$ cat src/rtl/seg7_scan_driver.sv
// seg7_scan_driver
// Time-multiplexed driver for DIGITS common-anode seven-segment digits that
// share one active-low cathode bus. A free-running divider sets the per-digit
// slot length. The first GUARD cycles of every slot keep all anodes off so the
// cathodes can settle without ghosting. New values are staged in pending
// registers and only take effect at a frame boundary, so a displayed frame
// never mixes old and new data.
module seg7_scan_driver #(
    parameter int DIGITS     = 4,
    parameter int CLK_HZ     = 100000000,
    parameter int REFRESH_HZ = 1000,
    parameter int GUARD      = 2,
    parameter int LZ_BLANK   = 1
) (
    input  logic                clk_in,
    input  logic                reset,
    input  logic                enable,
    input  logic                load,
    input  logic [4*DIGITS-1:0] value,
    input  logic [DIGITS-1:0]   dp_mask,
    input  logic [DIGITS-1:0]   blank_mask,
    output logic [7:0]          c_out,
    output logic [DIGITS-1:0]   a_out,
    output logic                frame_done
);

    localparam int DIV_RAW = CLK_HZ / (REFRESH_HZ * DIGITS);
    localparam int DIV     = (DIV_RAW < 1) ? 1 : DIV_RAW;
    localparam int CW      = (DIV > 1) ? $clog2(DIV) : 1;
    localparam int IW      = (DIGITS > 1) ? $clog2(DIGITS) : 1;

    localparam logic [CW-1:0] DIV_LAST  = CW'(DIV - 1);
    localparam logic [CW-1:0] GUARD_CNT = CW'(GUARD);
    localparam logic [IW-1:0] IDX_LAST  = IW'(DIGITS - 1);

    // Active-low hex decode, segment order {a,b,c,d,e,f,g,dp}, dp off.
    function automatic logic [7:0] hex_to_seg(input logic [3:0] nib);
        logic [7:0] seg;
        case (nib)
            4'h0:    seg = 8'h03;
            4'h1:    seg = 8'h9F;
            4'h2:    seg = 8'h25;
            4'h3:    seg = 8'h0D;
            4'h4:    seg = 8'h99;
            4'h5:    seg = 8'h49;
            4'h6:    seg = 8'h41;
            4'h7:    seg = 8'h1F;
            4'h8:    seg = 8'h01;
            4'h9:    seg = 8'h19;
            4'hA:    seg = 8'h11;
            4'hB:    seg = 8'hC1;
            4'hC:    seg = 8'h63;
            4'hD:    seg = 8'h85;
            4'hE:    seg = 8'h61;
            4'hF:    seg = 8'h71;
            default: seg = 8'hFF;
        endcase
        return seg;
    endfunction

    // Scan position
    logic [CW-1:0]       div_cnt_r;
    logic [IW-1:0]       idx_r;

    // Staged (pending) and displayed (shadow) frame data
    logic [4*DIGITS-1:0] value_pd_r;
    logic [DIGITS-1:0]   dp_pd_r;
    logic [DIGITS-1:0]   blank_pd_r;
    logic                pend_r;
    logic [4*DIGITS-1:0] value_sh_r;
    logic [DIGITS-1:0]   dp_sh_r;
    logic [DIGITS-1:0]   blank_sh_r;

    // Output stage
    logic                wrap_d_r;
    logic                frame_done_r;
    logic [DIGITS-1:0]   a_out_r;
    logic [7:0]          c_out_r;

    // Combinational helpers
    logic                tick_s;
    logic                wrap_s;
    logic                seen_s;
    logic [DIGITS-1:0]   dark_s;
    logic [3:0]          nib_s;
    logic [7:0]          seg_s;
    logic [7:0]          cath_s;
    logic [DIGITS-1:0]   anode_s;

    assign tick_s = enable & (div_cnt_r == DIV_LAST);
    assign wrap_s = tick_s & (idx_r == IDX_LAST);

    // Slot divider and digit index; both freeze while the scan is disabled.
    always_ff @(posedge clk_in or negedge reset) begin
        if (!reset) begin
            div_cnt_r <= '0;
            idx_r     <= '0;
        end else if (tick_s) begin
            div_cnt_r <= '0;
            idx_r     <= wrap_s ? '0 : idx_r + 1'b1;
        end else if (enable) begin
            div_cnt_r <= div_cnt_r + 1'b1;
        end else begin
            div_cnt_r <= div_cnt_r;
            idx_r     <= idx_r;
        end
    end

    // Frame-synchronous load: stage on load, publish to shadow on the wrap tick.
    always_ff @(posedge clk_in or negedge reset) begin
        if (!reset) begin
            value_pd_r <= '0;
            dp_pd_r    <= '0;
            blank_pd_r <= '0;
            pend_r     <= 1'b0;
            value_sh_r <= '0;
            dp_sh_r    <= '0;
            blank_sh_r <= '0;
        end else if (wrap_s && load) begin
            // A load landing on the boundary bypasses staging entirely.
            value_sh_r <= value;
            dp_sh_r    <= dp_mask;
            blank_sh_r <= blank_mask;
            pend_r     <= 1'b0;
        end else if (wrap_s && pend_r) begin
            value_sh_r <= value_pd_r;
            dp_sh_r    <= dp_pd_r;
            blank_sh_r <= blank_pd_r;
            pend_r     <= 1'b0;
        end else if (load) begin
            value_pd_r <= value;
            dp_pd_r    <= dp_mask;
            blank_pd_r <= blank_mask;
            pend_r     <= 1'b1;
        end else begin
            pend_r     <= pend_r;
        end
    end

    // Leading-zero scan from the most significant digit downward.
    always_comb begin
        seen_s = 1'b0;
        dark_s = '0;
        for (int i = DIGITS - 1; i >= 0; i--) begin
            if ((value_sh_r[4*i +: 4] != 4'h0) || dp_sh_r[i] || (i == 0)) begin
                seen_s = 1'b1;
            end else begin
                seen_s = seen_s;
            end
            dark_s[i] = blank_sh_r[i] | ((LZ_BLANK != 0) & ~seen_s);
        end
    end

    // Cathode and anode patterns for the current scan position.
    always_comb begin
        nib_s   = value_sh_r[{idx_r, 2'b00} +: 4];
        seg_s   = hex_to_seg(nib_s) & {7'h7F, ~dp_sh_r[idx_r]};
        cath_s  = 8'hFF;
        anode_s = '1;
        if (!enable || dark_s[idx_r]) begin
            cath_s = 8'hFF;
        end else begin
            cath_s = seg_s;
        end
        if (enable && (div_cnt_r >= GUARD_CNT)) begin
            for (int i = 0; i < DIGITS; i++) begin
                anode_s[i] = (idx_r != IW'(i));
            end
        end else begin
            anode_s = '1;
        end
    end

    // Registered pins; frame_done is delayed one extra stage to line up with
    // the first output cycle of digit 0.
    always_ff @(posedge clk_in or negedge reset) begin
        if (!reset) begin
            wrap_d_r     <= 1'b0;
            frame_done_r <= 1'b0;
            a_out_r      <= '1;
            c_out_r      <= 8'hFF;
        end else begin
            wrap_d_r     <= wrap_s;
            frame_done_r <= wrap_d_r;
            a_out_r      <= anode_s;
            c_out_r      <= cath_s;
        end
    end

    assign a_out      = a_out_r;
    assign c_out      = c_out_r;
    assign frame_done = frame_done_r;

endmodule

$ cat config.mk
export PLATFORM = sky130hd
export DESIGN_NAME = seg7_scan_driver
export DESIGN_NICKNAME = d
export VERILOG_FILES = /design/src/rtl/seg7_scan_driver.sv
export SDC_FILE = /design/constraint.sdc
export NUM_CORES = 1
export LEC_CHECK = 0
export ABC_AREA = 1
export ABC_CLOCK_PERIOD_IN_PS = 2200
export CORE_MARGIN = 10
export CORE_UTILIZATION = 57
export CTS_BUF_LIST = sky130_fd_sc_hd__clkbuf_8 sky130_fd_sc_hd__clkbuf_16
export DETAILED_ROUTE_END_ITERATION = 6
export PLACE_DENSITY = 0.82
export SETUP_SLACK_MARGIN = 0.02
export SYNTH_ARGS = -nofsm -noshare
export SYNTH_HDL_FRONTEND = slang
export SYNTH_SLANG_ARGS = --single-unit
$ cat constraint.sdc
create_clock -name clk_in -period 2.2 [get_ports clk_in]
set_input_delay 0.66 -clock clk_in [delete_from_list [all_inputs] [get_ports clk_in]]
set_output_delay 0.66 -clock clk_in [all_outputs]
set_load 0.01 [all_outputs]
==> flow_summary_export.csv <==
group,metric,value,unit
outcome,status,"finished, final reports clean",
synthesis,yosysSeqAreaShare,46.9,%
sta,worst_clock_skew,0.0114,ns
cts,cts_buffer_depth,2,
worst_setup_path,cp_data_required_time,1.54,ns
worst_setup_path,crit_path_max_incr_delay,0.53,ns
cts,postCtsSetupBuffers,0,
finish,nFillCells,645,
global_route,grt.met1_usage,20.3,%
synthesis,synth.area.top_cells,"dfrtp_1 40%, nand2_1 20%, dfstp_2 7.3%",
sta,period_share,93.7,%
routing,post_drt_wl_per_cell,12.6,um
synthesis,synth_nets,629,
flow_run,drv_cap,0,
die,die_area,11400,um^2
finish,layout.cells.non_filler,737,
worst_setup_path,critPathArrivalTime,1.40,ns
finish,area_growth,16.9,%
global_route,grt_pass1_vias,3524,
routing,drtIter0Drc,200,
die,rows,31,
synthesis,synth_warnings,0,
power,switchingPower,0.000878,W
synthesis,yosysTopAreaCellShare,39.6,%
power,power.internal,0.00226,W
sta,setup_viol,0,
worst_setup_path,r2r_cells,10,
power,ir_drop,0.390,mV
synthesis,ys_top_cells_by_count,"228 x nand2_1, 75 x nor2_1, 68 x dfrtp_1",
placement,gp_congestion,0.911,
routing,vias,3688,
cts,root_buffer,"clkbuf_8",
sta,hold_violations,0,
cts,ctsHoldBuffers,0,
worst_setup_path,cpMaxStageDelayCell,"clkdlybuf4s50_1",
power,p_total,0.00314,W
global_route,met2_usage,28.2,%
synthesis,synthMuxAreaShare,0,%
worst_setup_path,critical-path-top-delay-family,"buffers and inverters",
finish,diodes,0,
placement,dpl.hpwl,6.74,mm
synthesis,yosysMostFrequentCell,"nand2_1",
global_route,met3_usage,4.61,%
routing,drtAntennaViolNets,0,
finish,nets,674,
sta,worst_hold_slack,0.268,ns
global_route,grt_pass1_wl,15.9,mm
global_route,grt_max_degree,49,
power,p_seq_share,53.7,%
sta,tns,0,ns
placement,dp_cells,722,
die,die_w,107,um
sta,slew-limit-headroom,51.9,%
cts,path_clk_slew,0.08,ns
synthesis,yosysTopAreaCell,"dfrtp_1",
power,p_leak,2.84,nW
power,powerDensity,624,nW/um^2
cts,worstSkewPairLatency,0.36,ns
synthesis,synth_edf_count,0,
cts,tritoncts,"built",
power,switching_share,27.9,%
finish,drive_above_1_share,8.93,%
global_route,grt.total_usage,16.8,%
sta,fmax,485,MHz
die,design.core.area,7290,um^2
sta,tightest_slew,0.720,ns
synthesis,synth_simple_gate_area_share,37.1,%
worst_setup_path,cp.depth,1,
cts,numCtsBuffers,9,
worst_setup_path,startpoint_type,"flop",
worst_hold_path,hold_path_class,"in2async",
worst_setup_path,worstPathCellList,"clkdlybuf4s50_1",
cts,cts_sinks,80,
synthesis,synthAdderAreaFrac,3.49,%
global_route,busiest_layer,"met2",
cts,h-tree-depth,3,
synthesis,synthCells,589,
synthesis,synth_top_family_by_area,"simple AND/OR/NAND/NOR gates",
global_route,antenna_found_initial,0,
synthesis,syn_area_per_cell,7.30,um^2
power,p_comb_share,13.0,%
finish,postLayoutCoreUtil,69.0,%
global_route,grt_overflow,0,
die,die_h,107,um
synthesis,async_reset_ff_share,100,%
die,io_pins,41,
power,clkPwrFrac,33.3,%
synthesis,synthXorXnorAreaFrac,0.611,%
routing,drcViolationCount,0,
synthesis,ys_types,30,
synthesis,syn_area,4300,um^2
worst_setup_path,critPathBufInv,1,
worst_setup_path,path_class,"reg2out",
routing,dr.pass1.iters,4,
routing,wl,9.27,mm
synthesis,synth-compound-area-share,2.88,%
synthesis,ys_ff_latch,80,
sta,maxSlewViolCount,0,
sta,period_minus_slack,2.06,ns
synthesis,ys.flop_type,"dfrtp_1",
die,initial_core_util,59.0,%
worst_setup_path,end_kind,"output port",
routing,via_per_inst,5.00,
placement,portBuffers,40,
worst_setup_path,critical_path_peak_fanout,1,
-- state kept, by name, summed over array words and instances, names as in the netlist --
name / flops
frame_done: 1
blank_sh_r: 4
div_cnt_r: 15
pend_r: 1
a_out: 4
blank_pd_r: 4
dp_sh_r: 4
dp_pd_r: 4
value_pd_r: 16
idx_r: 2
value_sh_r: 16
c_out: 8
wrap_d_r: 1
-- metrics by stage --
step / area [um^2] / setup slack (ns)
finish: 5030 / 0.139
floorplan: 4300 / 0.444
global placement: 4840 / 0.0681
CTS: 5030 / 0.113
detailed placement: 4840 / -0.0197
global route: 5030 / -0.0198
-- cell families (layout without fill, tap and decap cells) --
group / after synthesis / after routing
xor+xnor: 3 / 3
simple gates: 382 / 382
buf+inv: 88 / 137
flops: 80 / 80
fa+ha+maj: 12 / 12
compound gates: 24 / 24
-- final timing paths --
kind                       startpoint       endpoint  slack, ns
setup / recovery             c_out[3]       c_out[3]       0.14
hold / removal                  reset  div_cnt_r[14]       0.27
setup reg to reg             idx_r[0]       c_out[2]       0.27
hold reg to reg              wrap_d_r     frame_done       0.36
max in group asynchronous       reset     dp_sh_r[2]       1.35
min in group clk_in          wrap_d_r     frame_done       0.36
-- per-layer routing --
metal	share of wire, %	vias up
li1	-	1891
met1	45	1691
met2	48	95
met3	6.3	11
met4	1.5	0
met5	0	-
-- power by group through the flow --
stage | logic (W) | clock network [W] | registers (W)
after floorplan | 0.000268 | 0 | 0.00168
after global placement | 0.000398 | 0 | 0.00171
after detailed placement | 0.000412 | 0 | 0.00171
after CTS | 0.000413 | 0.00108 | 0.00168
after global routing | 0.000476 | 0.00113 | 0.00170
final | 0.000408 | 0.00105 | 0.00169
-- repair_timing --
item,CTS,global route
endpoints found under the setup margin,0,1
hold endpoints to repair,0,0
resized for setup,0,1
-- layout by cell type, fill, tap and decap left out, types with 3 or more instances in the layout --
cell type        count
nand2_1            228
nor2_1              75
dfrtp_1             68
inv_1               62
nand3_1             52
clkdlybuf4s50_1     39
buf_4               14
o21ai_0             12
ha_1                12
dfstp_2             12
a21oi_1             10
clkbuf_8             9
nand4_1              7
nor3_1               6
nor4_1               3
nand2_4              3
xor2_1               3
clkinv_2             3
buf_12               3
-- cell type report --
type                       count  area [um^2]  share of cell area (%)
inverter                      66          254                    5.05
sequential                    80         2020                    40.1
tap                           99          124                    2.46
timing repair buffer          56          556                    11.0
clock buffer                   9          124                    2.46
multi-input combinational    421         1890                    37.7
clock inverter                 6         61.3                    1.22
Power figures use the tool's default switching activity.
